File: src/rtl/imuldiv_mul_arbiter.sv
// Two-port val/rdy arbiter sharing one iterative Booth multiplier, with per-port grant counters.
// Define IMULDIV_MULARB_RR_EN for round-robin arbitration; otherwise port 0 has fixed priority.
module imuldiv_mul_arbiter #(
    parameter int CNT_W = 16
) (
    input  logic             clk,
    input  logic             reset,

    input  logic [31:0]      req0_msg_a,
    input  logic [31:0]      req0_msg_b,
    input  logic             req0_val,
    output logic             req0_rdy,
    output logic [63:0]      resp0_msg_result,
    output logic             resp0_val,
    input  logic             resp0_rdy,

    input  logic [31:0]      req1_msg_a,
    input  logic [31:0]      req1_msg_b,
    input  logic             req1_val,
    output logic             req1_rdy,
    output logic [63:0]      resp1_msg_result,
    output logic             resp1_val,
    input  logic             resp1_rdy,

    output logic [31:0]      mul_req_msg_a,
    output logic [31:0]      mul_req_msg_b,
    output logic             mul_req_val,
    input  logic             mul_req_rdy,
    input  logic [63:0]      mul_resp_msg_result,
    input  logic             mul_resp_val,
    output logic             mul_resp_rdy,

    output logic             busy,
    output logic             owner,
    output logic [CNT_W-1:0] gnt_cnt0,
    output logic [CNT_W-1:0] gnt_cnt1
);

    typedef enum logic [1:0] {
        IDLE,
        ISSUE,
        WAIT,
        RESP
    } state_t;

    localparam logic [CNT_W-1:0] CNT_ONE = CNT_W'(1);
    localparam logic [CNT_W-1:0] CNT_MAX = '1;

    state_t      state;
    logic [31:0] op_a;
    logic [31:0] op_b;
    logic [63:0] result;
    logic        winner;
    logic        accept;
    logic        resp_fire;

`ifdef IMULDIV_MULARB_RR_EN
    logic        rr_ptr;

    // The pointer names the port that wins when both ports request together.
    always_comb begin
        winner = 1'b0;
        if (req0_val && req1_val)
            winner = rr_ptr;
        else if (req1_val)
            winner = 1'b1;
    end
`else
    assign winner = req1_val & ~req0_val;
`endif

    assign req0_rdy  = (state == IDLE) && req0_val && !winner;
    assign req1_rdy  = (state == IDLE) && req1_val && winner;
    assign accept    = (state == IDLE) && (req0_val || req1_val);
    assign resp_fire = owner ? resp1_rdy : resp0_rdy;

    assign mul_req_msg_a    = op_a;
    assign mul_req_msg_b    = op_b;
    assign resp0_msg_result = result;
    assign resp1_msg_result = result;

    always_ff @(posedge clk) begin
        if (!reset) begin
            state        <= IDLE;
            op_a         <= '0;
            op_b         <= '0;
            result       <= '0;
            owner        <= 1'b0;
            busy         <= 1'b0;
            mul_req_val  <= 1'b0;
            mul_resp_rdy <= 1'b0;
            resp0_val    <= 1'b0;
            resp1_val    <= 1'b0;
            gnt_cnt0     <= '0;
            gnt_cnt1     <= '0;
`ifdef IMULDIV_MULARB_RR_EN
            rr_ptr       <= 1'b0;
`endif
        end else begin
            case (state)
                IDLE: begin
                    if (accept) begin
                        op_a        <= winner ? req1_msg_a : req0_msg_a;
                        op_b        <= winner ? req1_msg_b : req0_msg_b;
                        owner       <= winner;
                        busy        <= 1'b1;
                        mul_req_val <= 1'b1;
                        state       <= ISSUE;
                        if (!winner && gnt_cnt0 != CNT_MAX)
                            gnt_cnt0 <= gnt_cnt0 + CNT_ONE;
                        if (winner && gnt_cnt1 != CNT_MAX)
                            gnt_cnt1 <= gnt_cnt1 + CNT_ONE;
                    end
                end
                ISSUE: begin
                    if (mul_req_rdy) begin
                        mul_req_val  <= 1'b0;
                        mul_resp_rdy <= 1'b1;
                        state        <= WAIT;
                    end
                end
                WAIT: begin
                    if (mul_resp_val) begin
                        result       <= mul_resp_msg_result;
                        mul_resp_rdy <= 1'b0;
                        resp0_val    <= !owner;
                        resp1_val    <= owner;
                        state        <= RESP;
                    end
                end
                RESP: begin
                    // Owner stays put after the handshake so it can be inspected while idle.
                    if (resp_fire) begin
                        resp0_val <= 1'b0;
                        resp1_val <= 1'b0;
                        busy      <= 1'b0;
                        state     <= IDLE;
`ifdef IMULDIV_MULARB_RR_EN
                        rr_ptr    <= ~owner;
`endif
                    end
                end
                default: begin
                    state <= IDLE;
                end
            endcase
        end
    end

endmodule

File: config.mk
export PLATFORM = sky130hd
export DESIGN_NAME = imuldiv_mul_arbiter
export DESIGN_NICKNAME = d
export VERILOG_FILES = /design/src/rtl/imuldiv_mul_arbiter.sv
export SDC_FILE = /design/constraint.sdc
export NUM_CORES = 1
export LEC_CHECK = 0
export ABC_AREA = 1
export BUFFER_PORTS_ARGS = -buffer_cell sky130_fd_sc_hd__buf_4
export CORE_AREA = 2 2 169 171
export CTS_CLUSTER_DIAMETER = 100
export DETAILED_ROUTE_END_ITERATION = 10
export DIE_AREA = 0 0 171 173
export GPL_ROUTABILITY_DRIVEN = 1
export PLACE_DENSITY_LB_ADDON = 0.12
export SLEW_MARGIN = 10
export SYNTH_ARGS = -nofsm -noshare
export SYNTH_HDL_FRONTEND = slang
export SYNTH_SLANG_ARGS = --single-unit
File: constraint.sdc
create_clock -name clk -period 2.8 [get_ports clk]
set_clock_uncertainty 0.15 [all_clocks]
set_input_delay 0.28 -clock clk [delete_from_list [all_inputs] [get_ports clk]]
set_output_delay 0.28 -clock clk [all_outputs]
set_load 0.005 [all_outputs]
* After elaboration in Yosys (flattened, before gate mapping)
Index checks and enable logic that the tools add are counted.
Word-level totals: register bits 168, output and inout port bits 232, logic and storage cells 69
Cells by class: add/sub/neg operators 2, equal/unequal tests 9, mux-type cells 20, bitwise logic cells 2, reductions and logical operators 24
Operators with widths (count):
- $mux 32 | 2
- $add 16x1->16 const B | 2
- $ne 16x16->1 const B | 2
- $reduce_and 3->1 | 6
- $pmux 1 s2 | 5
- $mux 1 | 8
- $mux 2 | 4
- $ne 2x2->1 const B | 4
- $pmux 2 s4 | 1
- $reduce_bool 2->1 | 4
- $logic_and 1x1->1 | 7
- $eq 2x2->1 const B | 2
- $reduce_and 2->1 | 2
- $reduce_and 4->1 | 1
- $eq 2x1->1 const B | 1
- $logic_not 1->1 | 2
- $logic_not 2->1 | 1
- $and 1x1->1 | 1
- $logic_or 1x1->1 | 1
- $not 1->1 | 1

* Longest topological paths before layout
Gate-level depths: netlist of the first run.
depth after elaboration 5, gate-level depth with buffers 10, gate-level depth less buffers 10

* Worst setup path after synthesis of the first run
No wires, ideal clock.
path kind register -> register, start reg gnt_cnt1[0], end reg gnt_cnt1[11], setup time 0.136 ns, data arrival time 1.409 ns, slack 1.105 ns, stages on the path, launching flop included 10, period minus slack after synthesis 1.695 ns, cell sequence dfxtp_1 ha_1 inv_1 nor2_2 nand2_2 nor2_2 nor2_4 buf_6 nand2_1 a21oi_2
On the way: cells in the longest elaborated chain, start to end 3, elaborated cells on any way between the ends 4
Ends and longest elaborated chain:
- start: declaration | line 36 | output logic [CNT_W-1:0] gnt_cnt1
- start signal: assignment | line 112 | gnt_cnt1 <= gnt_cnt1 + CNT_ONE;
- parallel branches: the longest is 3 deep, another holds $add 16x1->16
Several ways; the timed one is not identified. A chain may end at the register's enable or synchronous reset.

* Worst setup path after layout of the first run
start reg state[0], end reg op_a[24], in the netlist mul_req_msg_a[24]
On the way: cells in the longest elaborated chain, start to end 3
Ends and longest elaborated chain:
- start: declaration | line 49 | state_t state;
- start signal: assignment | line 84 | state <= IDLE;
- start signal: assignment | line 108 | state <= ISSUE;
- start signal: assignment | line 119 | state <= WAIT;
- $logic_not 2->1 * | line 74, 100
- $logic_and 1x1->1 | line 74 | assign accept = (state == IDLE) && (req0_val || req1_val);
- $reduce_and 2->1 (no source line) *
- end signal: assignment | line 103 | op_a <= winner ? req1_msg_a : req0_msg_a;
- end: declaration | line 50 | logic [31:0] op_a;
Every way passes the cells marked *; elsewhere a longest branch is shown, timed or not.

==> flow_summary.json, run 1 <==
{
  "ys_seq_area_share_pct": 43.6,
  "worst_slew_pin_slew_ns": 0.754,
  "grt_pass1_wl_um": 47500,
  "yosysWarnings": 0,
  "ff2ff_path_depth": 9,
  "final_common_cell": "buf_4",
  "power_density_nw_per_um2": 696,
  "die-area_um2": 29600,
  "hpwlAfterDp_um": 20600,
  "fmax_mhz": 391,
  "final_core_util_pct": 47.9,
  "drive_above_1_share_pct": 31.4,
  "clock-sinks": 168,
  "synth_area_per_cell_um2": 7.19,
  "required_ns": 3.01,
  "cts_buffer_depth": 2,
  "cts.reportedPaths.clkPinSlew_ns": 0.08,
  "wl_um": 30200,
  "hold_viol": 0,
  "min_path_type": "primary input to flip-flop",
  "antenna_left": 0,
  "grt_use_total_pct": 20.0,
  "portBuffers": 431,
  "fillCellCount": 2833,
  "cts_tree": "yes",
  "rrSetupSlack_ns": 0.24,
  "cellLeakagePower_nw": 6.01,
  "grt_max_degree": 66,
  "synth.distinct_cells": 30,
  "fin_crit_sh_pct": 91.4,
  "num_antenna_cells": 0,
  "final.setup.tns_ns": 0,
  "relSlewSlack_pct": 49.7,
  "worstHoldStart": "mul_resp_msg_result[61]",
  "peakVddDrop_uv": 368,
  "layout-area-overhead-vs-synth_pct": 71.6,
  "fin_crit_ns": 2.56,
  "die_h_um": 173,
  "r2r-end": "mul_req_msg_a[24]$_SDFFE_PN0P_",
  "routed_via_density": 4.48,
  "cp_max_fo": 65,
  "nNetsFinal": 1805,
  "maxSlewViolCount": 0,
  "synth_seq_cells": 168,
  "design_area_um2": 13200,
  "arrival_ns": 2.77,
  "mostFrequentLayoutCells": "buf_4, dlygate4sd3_1, nor2_1",
  "rows": 61,
  "grt_setup_unrepaired": "no",
  "clk_latency_ns": 0.42,
  "placed_area_um2": 10800,
  "wl_per_cell_um": 15.2,
  "holdWs_ns": 0.0244,
  "synth_nets": 1280,
  "grt_pass1_vias": 9011,
  "io_pins": 432,
  "whs_endpoint": "resp0_msg_result[61]$_SDFFE_PN0P_",
  "initial_core_util_pct": 27.9,
  "criticalPathCategory": "flip-flop to flip-flop",
  "status": "complete, no violations",
  "die_w_um": 171,
  "setup_viol": 0,
  "cts-buffers-inserted": 17,
  "syn-instance-count": 1073,
  "cp-start-kind": "flip-flop",
  "cts_htree_levels": 4,
  "root_buffer": "clkbuf_16",
  "post-route-drc-count": 0,
  "gp_congestion": 0.769,
  "dr_total_vias": 8907,
  "syn-cell-area_um2": 7720,
  "antenna_found_initial": 1,
  "reg2reg_from": "state[0]$_SDFFE_PN0P_",
  "core_um2": 27600,
  "drt_pre_antenna_iters": 5,
  "grt_overflow": 0,
  "end_kind": "flip-flop",
  "drv_cap": 0,
  "worstHoldPathCells": 3,
  "drt_iter0_markers": 403
}
metal layers:
layer | vias up | GRT usage [%] | routed length (um)
li1 | 4490 | - | -
met1 | 4084 | 22.8 | 12200
met2 | 302 | 35.5 | 15200
met3 | 29 | 6.07 | 2340
met4 | 2 | 5.93 | 454
met5 | - | 0 | 11
where the power goes:
part	internal, mW	total (mW)	switching [mW]
sequential	2.94	3.32	0.382
combinational	1.98	3.64	1.66
clock	1.16	2.25	1.09
critical path: stages, from the launching register on:
cell	delay (ns)
dfxtp_1	0.38
inv_1	0.09
ha_1	0.25
inv_1	0.22
a21oi_4	0.06
inv_2	0.06
buf_6	0.43
a21oi_1	0.10
a21oi_1	0.15
dlygate4sd3_1	0.58
what timing repair did:
item / 4_1_cts / 5_1_grt
endpoints found under the setup margin: 0 / 48
resized for setup: 0 / 2
endpoints found under the hold margin: 128 / 0
hold buffers: 192 / 0
setup buffers: 0 / 0
worst max-delay path by stage:
| stage | startpoint | to | cells past startpoint |
|---|---|---|---|
| finish | state[0]$_SDFFE_PN0P_ | mul_req_msg_a[24]$_SDFFE_PN0P_ | 9 |
| global route | state[0]$_SDFFE_PN0P_ | mul_req_msg_a[29]$_SDFFE_PN0P_ | 9 |
| CTS | state[0]$_SDFFE_PN0P_ | mul_req_msg_a[21]$_SDFFE_PN0P_ | 9 |
| detailed placement | state[0]$_SDFFE_PN0P_ | mul_req_val$_SDFFE_PN0P_ | 9 |
| global placement | state[0]$_SDFFE_PN0P_ | mul_req_val$_SDFFE_PN0P_ | 9 |
| floorplan | gnt_cnt1[0]$_SDFFE_PN0P_ | gnt_cnt1[11]$_SDFFE_PN0P_ | 9 |
cell usage after synthesis (all sizes together):
cell type | n | area (um2)
dfxtp | 168 | 3360
a21oi | 160 | 842
o21a | 1 | 7.51
nand2 | 183 | 699
nor2 | 194 | 767
clkinv | 1 | 5.00
xor2 | 6 | 52.6
nand3 | 26 | 130
ha | 7 | 87.6
a31oi | 2 | 12.5
nand4 | 8 | 50.1
inv | 42 | 158
nor3 | 2 | 10.0
or2 | 1 | 6.26
a211oi | 1 | 7.51
o21ai | 137 | 689
clkbuf | 36 | 135
nand3b | 2 | 15.0
xnor2 | 4 | 35.0
buf | 92 | 643
per-stage QoR:
step	power [mW]	setup WS, ns	std cells
2_1_floorplan	4.89	1.11	1073
3_3_place_gp	6.39	0.607	1765
3_5_place_dp	6.40	0.611	1765
4_1_cts	9.29	0.133	1987
5_1_grt	9.88	0.0746	1987
6_report	9.22	0.241	1987
cell families after synthesis:
kind of cell	after synthesis	share of synthesized area (%)
simple gates	416	21.7
buf+inv	171	12.2
xor+xnor	10	1.14
fa+ha+maj	7	1.14
compound gates	301	20.2
flops	168	43.6
sequential cells by signal, indices dropped and copies added (netlist names):
name	cells
state	2
gnt_cnt0	16
mul_req_msg_a	32
owner	1
mul_resp_rdy	1
resp1_val	1
mul_req_val	1
mul_req_msg_b	32
resp0_val	1
busy	1
gnt_cnt1	16
resp0_msg_result	64
cell type report:
class | count | area [um2] | area share [%]
timing repair buffer | 634 | 5270 | 39.8
multi-input combinational | 734 | 3430 | 25.9
sequential | 168 | 3360 | 25.4
tap | 378 | 473 | 3.57
clock buffer | 17 | 425 | 3.21
inverter | 43 | 163 | 1.23
clock inverter | 13 | 114 | 0.860
Note: power is estimated with default switching activity, not from simulation.
==> run 2, diff against run 1 <==
Settings changed: ABC_AREA 1 to not set, CORE_AREA 2 2 169 171 to 2 2 170 172, DIE_AREA 0 0 171 173 to 0 0 172 174.
==> run 2 against run 1 <==
Against the previous run:
- clock power grew 6%
- total power down 13%
- final area decreased by 7.4%
- synthesized cell count fell by 20%
- sequential power down 4%
- fmax increased by 20%
- area after synthesis up 1.6%
- via count decreased by 19%
- register-to-register slack better by 0.43 ns
- worst setup slack better by 0.43 ns
- critical path type unchanged
- largest power group is now sequential cells
==> flow_summary.json, run 2 <==
{
  "status": "complete, no violations",
  "cellLeakagePower_nw": 6.02,
  "syn-cell-area_um2": 7840,
  "gp_congestion": 0.741,
  "mostFrequentLayoutCells": "buf_4, nand2_1, dfxtp_1",
  "root_buffer": "clkbuf_16",
  "wl_um": 25800,
  "grt_max_degree": 129,
  "final_common_cell": "buf_4",
  "hold_viol": 0,
  "end_kind": "flip-flop",
  "drt_iter0_markers": 270,
  "clock-sinks": 168,
  "nNetsFinal": 1473,
  "core_um2": 28200,
  "antenna_found_initial": 2,
  "dr_total_vias": 7248,
  "synthArstFlopShare_pct": 0,
  "synthTopCellsByArea": "dfxtp_1, nand2_1, mux2i_1",
  "post-route-drc-count": 0,
  "initial_core_util_pct": 27.8,
  "largest_reg_flops": 64,
  "criticalPathCategory": "flip-flop to flip-flop",
  "power_density_nw_per_um2": 658,
  "synth_seq_cells": 168,
  "cts.reportedPaths.clkPinSlew_ns": 0.07,
  "cp_max_fo": 12,
  "cts_hold_buf": 64,
  "die-area_um2": 29900,
  "routed_via_density": 4.36,
  "worstPathCellList": "inv_1 -> ha_1 -> and2_1 -> o21ai_2 -> or4_1 -> a21boi_1",
  "fin_crit_ns": 2.13,
  "layout-area-overhead-vs-synth_pct": 56.4,
  "cts_htree_levels": 4,
  "synth_top_area_share_pct": 42.9,
  "fin_crit_sh_pct": 76.0,
  "syn-instance-count": 860,
  "total_power_mw": 8.06,
  "arrival_ns": 2.32,
  "slowest_delay_ns": 0.50,
  "synth_ff_type": "dfxtp_1",
  "yosysWarnings": 0,
  "synth_nets": 1067,
  "critical-path-slowest-cell": "or4_1",
  "grt_pass1_vias": 7308,
  "hpwlAfterDp_um": 18700,
  "synth_common_cells": "nand2_1, dfxtp_1, mux2i_1, buf_4, a21boi_0",
  "cts_resized": 0,
  "synth_area_per_cell_um2": 9.11,
  "fmax_mhz": 470,
  "ys_seq_area_share_pct": 42.9,
  "clk_latency_ns": 0.41,
  "min_path_type": "primary input to flip-flop",
  "required_ns": 2.99,
  "final.setup.tns_ns": 0,
  "grt_pass1_wl_um": 39100,
  "drive_above_1_share_pct": 37.8,
  "drv_cap": 0,
  "io_pins": 432,
  "grt_setup_unrepaired": "no",
  "synth.distinct_cells": 44,
  "die_h_um": 174,
  "cts_tree": "yes",
  "grt_use_total_pct": 16.7,
  "maxSlewViolCount": 0,
  "grt_overflow": 0,
  "cts-buffers-inserted": 17,
  "cts_buffer_depth": 2,
  "post-synth-top-count-cell": "nand2_1",
  "wl_per_cell_um": 15.5,
  "peakVddDrop_uv": 382,
  "synth_top_area_cell": "dfxtp_1",
  "cp-start-kind": "flip-flop",
  "antenna_left": 0,
  "relSlewSlack_pct": 54.6,
  "post_cts_buffers": 0,
  "die_w_um": 172,
  "rows": 62,
  "setup_viol": 0,
  "drt_pre_antenna_iters": 4,
  "worst_slew_pin_slew_ns": 0.680,
  "synth-edff-count": 0,
  "portBuffers": 431
}
## run 2: area by class of cell
type / count / area [um2]
Sequential cell: 168 / 3360
Timing Repair Buffer: 508 / 4070
Tap cell: 384 / 480
Inverter: 6 / 22.5
Antenna cell: 2 / 5.00
Multi-Input combinational cell: 565 / 3740
Clock buffer: 19 / 433
Clock inverter: 12 / 143
Fill cell: 2848 / 16000
## run 2: worst max-delay path: cells and delay by family (launching register included)
kind / cells / cell delay [ns]
simple gates: 2 / 0.82
flops: 1 / 0.34
compound gates: 2 / 0.34
fa+ha+maj: 1 / 0.31
buf+inv: 1 / 0.10
## run 2: worst paths after layout
kind	slack (ns)	to	startpoint	cells past startpoint
setup reg to reg	0.67	gnt_cnt0[7]$_SDFFE_PN0P_	state[0]$_SDFFE_PN0P_	6
hold reg to reg	0.33	resp0_msg_result[26]$_SDFFE_PN0P_	resp0_msg_result[26]$_SDFFE_PN0P_	2
hold / removal	0.06	mul_req_msg_b[18]$_SDFFE_PN0P_	req0_msg_b[18]	4
setup / recovery	0.67	gnt_cnt0[7]$_SDFFE_PN0P_	state[0]$_SDFFE_PN0P_	6
## run 2: power breakdown
| group | total [mW] | switching [mW] | internal (mW) | leakage (nW) |
|---|---|---|---|---|
| Clock | 2.38 | 1.05 | 1.33 | 0.267 |
| Sequential | 3.19 | 0.314 | 2.88 | 1.37 |
| Combinational | 2.49 | 1.11 | 1.38 | 4.38 |
| Total | 8.06 | 2.47 | 5.59 | 6.02 |
## run 2: cells by family after synthesis
logic type / after synthesis / share of synthesized area [%]
AND/OR/NAND/NOR: 303 / 17.5
XOR/XNOR: 14 / 1.56
AO/OA/AOI/OAI: 167 / 17.8
flip-flops: 168 / 42.9
multiplexers: 74 / 9.45
adder cells (fa/ha/maj): 7 / 1.12
buffers and inverters: 127 / 9.66
## run 2: metal layers
metal / routed length [um] / GRT usage [%]
met1: 10400 / 18.8
met2: 12400 / 28.8
met3: 2570 / 7.01
met4: 317 / 4.38
met5: 0 / 0
## run 2: stage by stage
| step | cell area [um2] | setup WS (ns) | util [%] | instances | hold WS [ns] |
|---|---|---|---|---|---|
| 6_report | 12300 | 0.671 | 43.4 | 1664 | 0.0551 |
| 5_1_grt | 12300 | 0.439 | 43.4 | 1664 | 0.0458 |
| 4_1_cts | 12300 | 0.627 | 43.4 | 1662 | 0.0277 |
| 3_5_place_dp | 11000 | 0.644 | 39.1 | 1567 | 0.321 |
| 3_3_place_gp | 11000 | 0.709 | 39.1 | 1567 | 0.316 |
| 2_1_floorplan | 7840 | 1.00 | - | 860 | 0.275 |
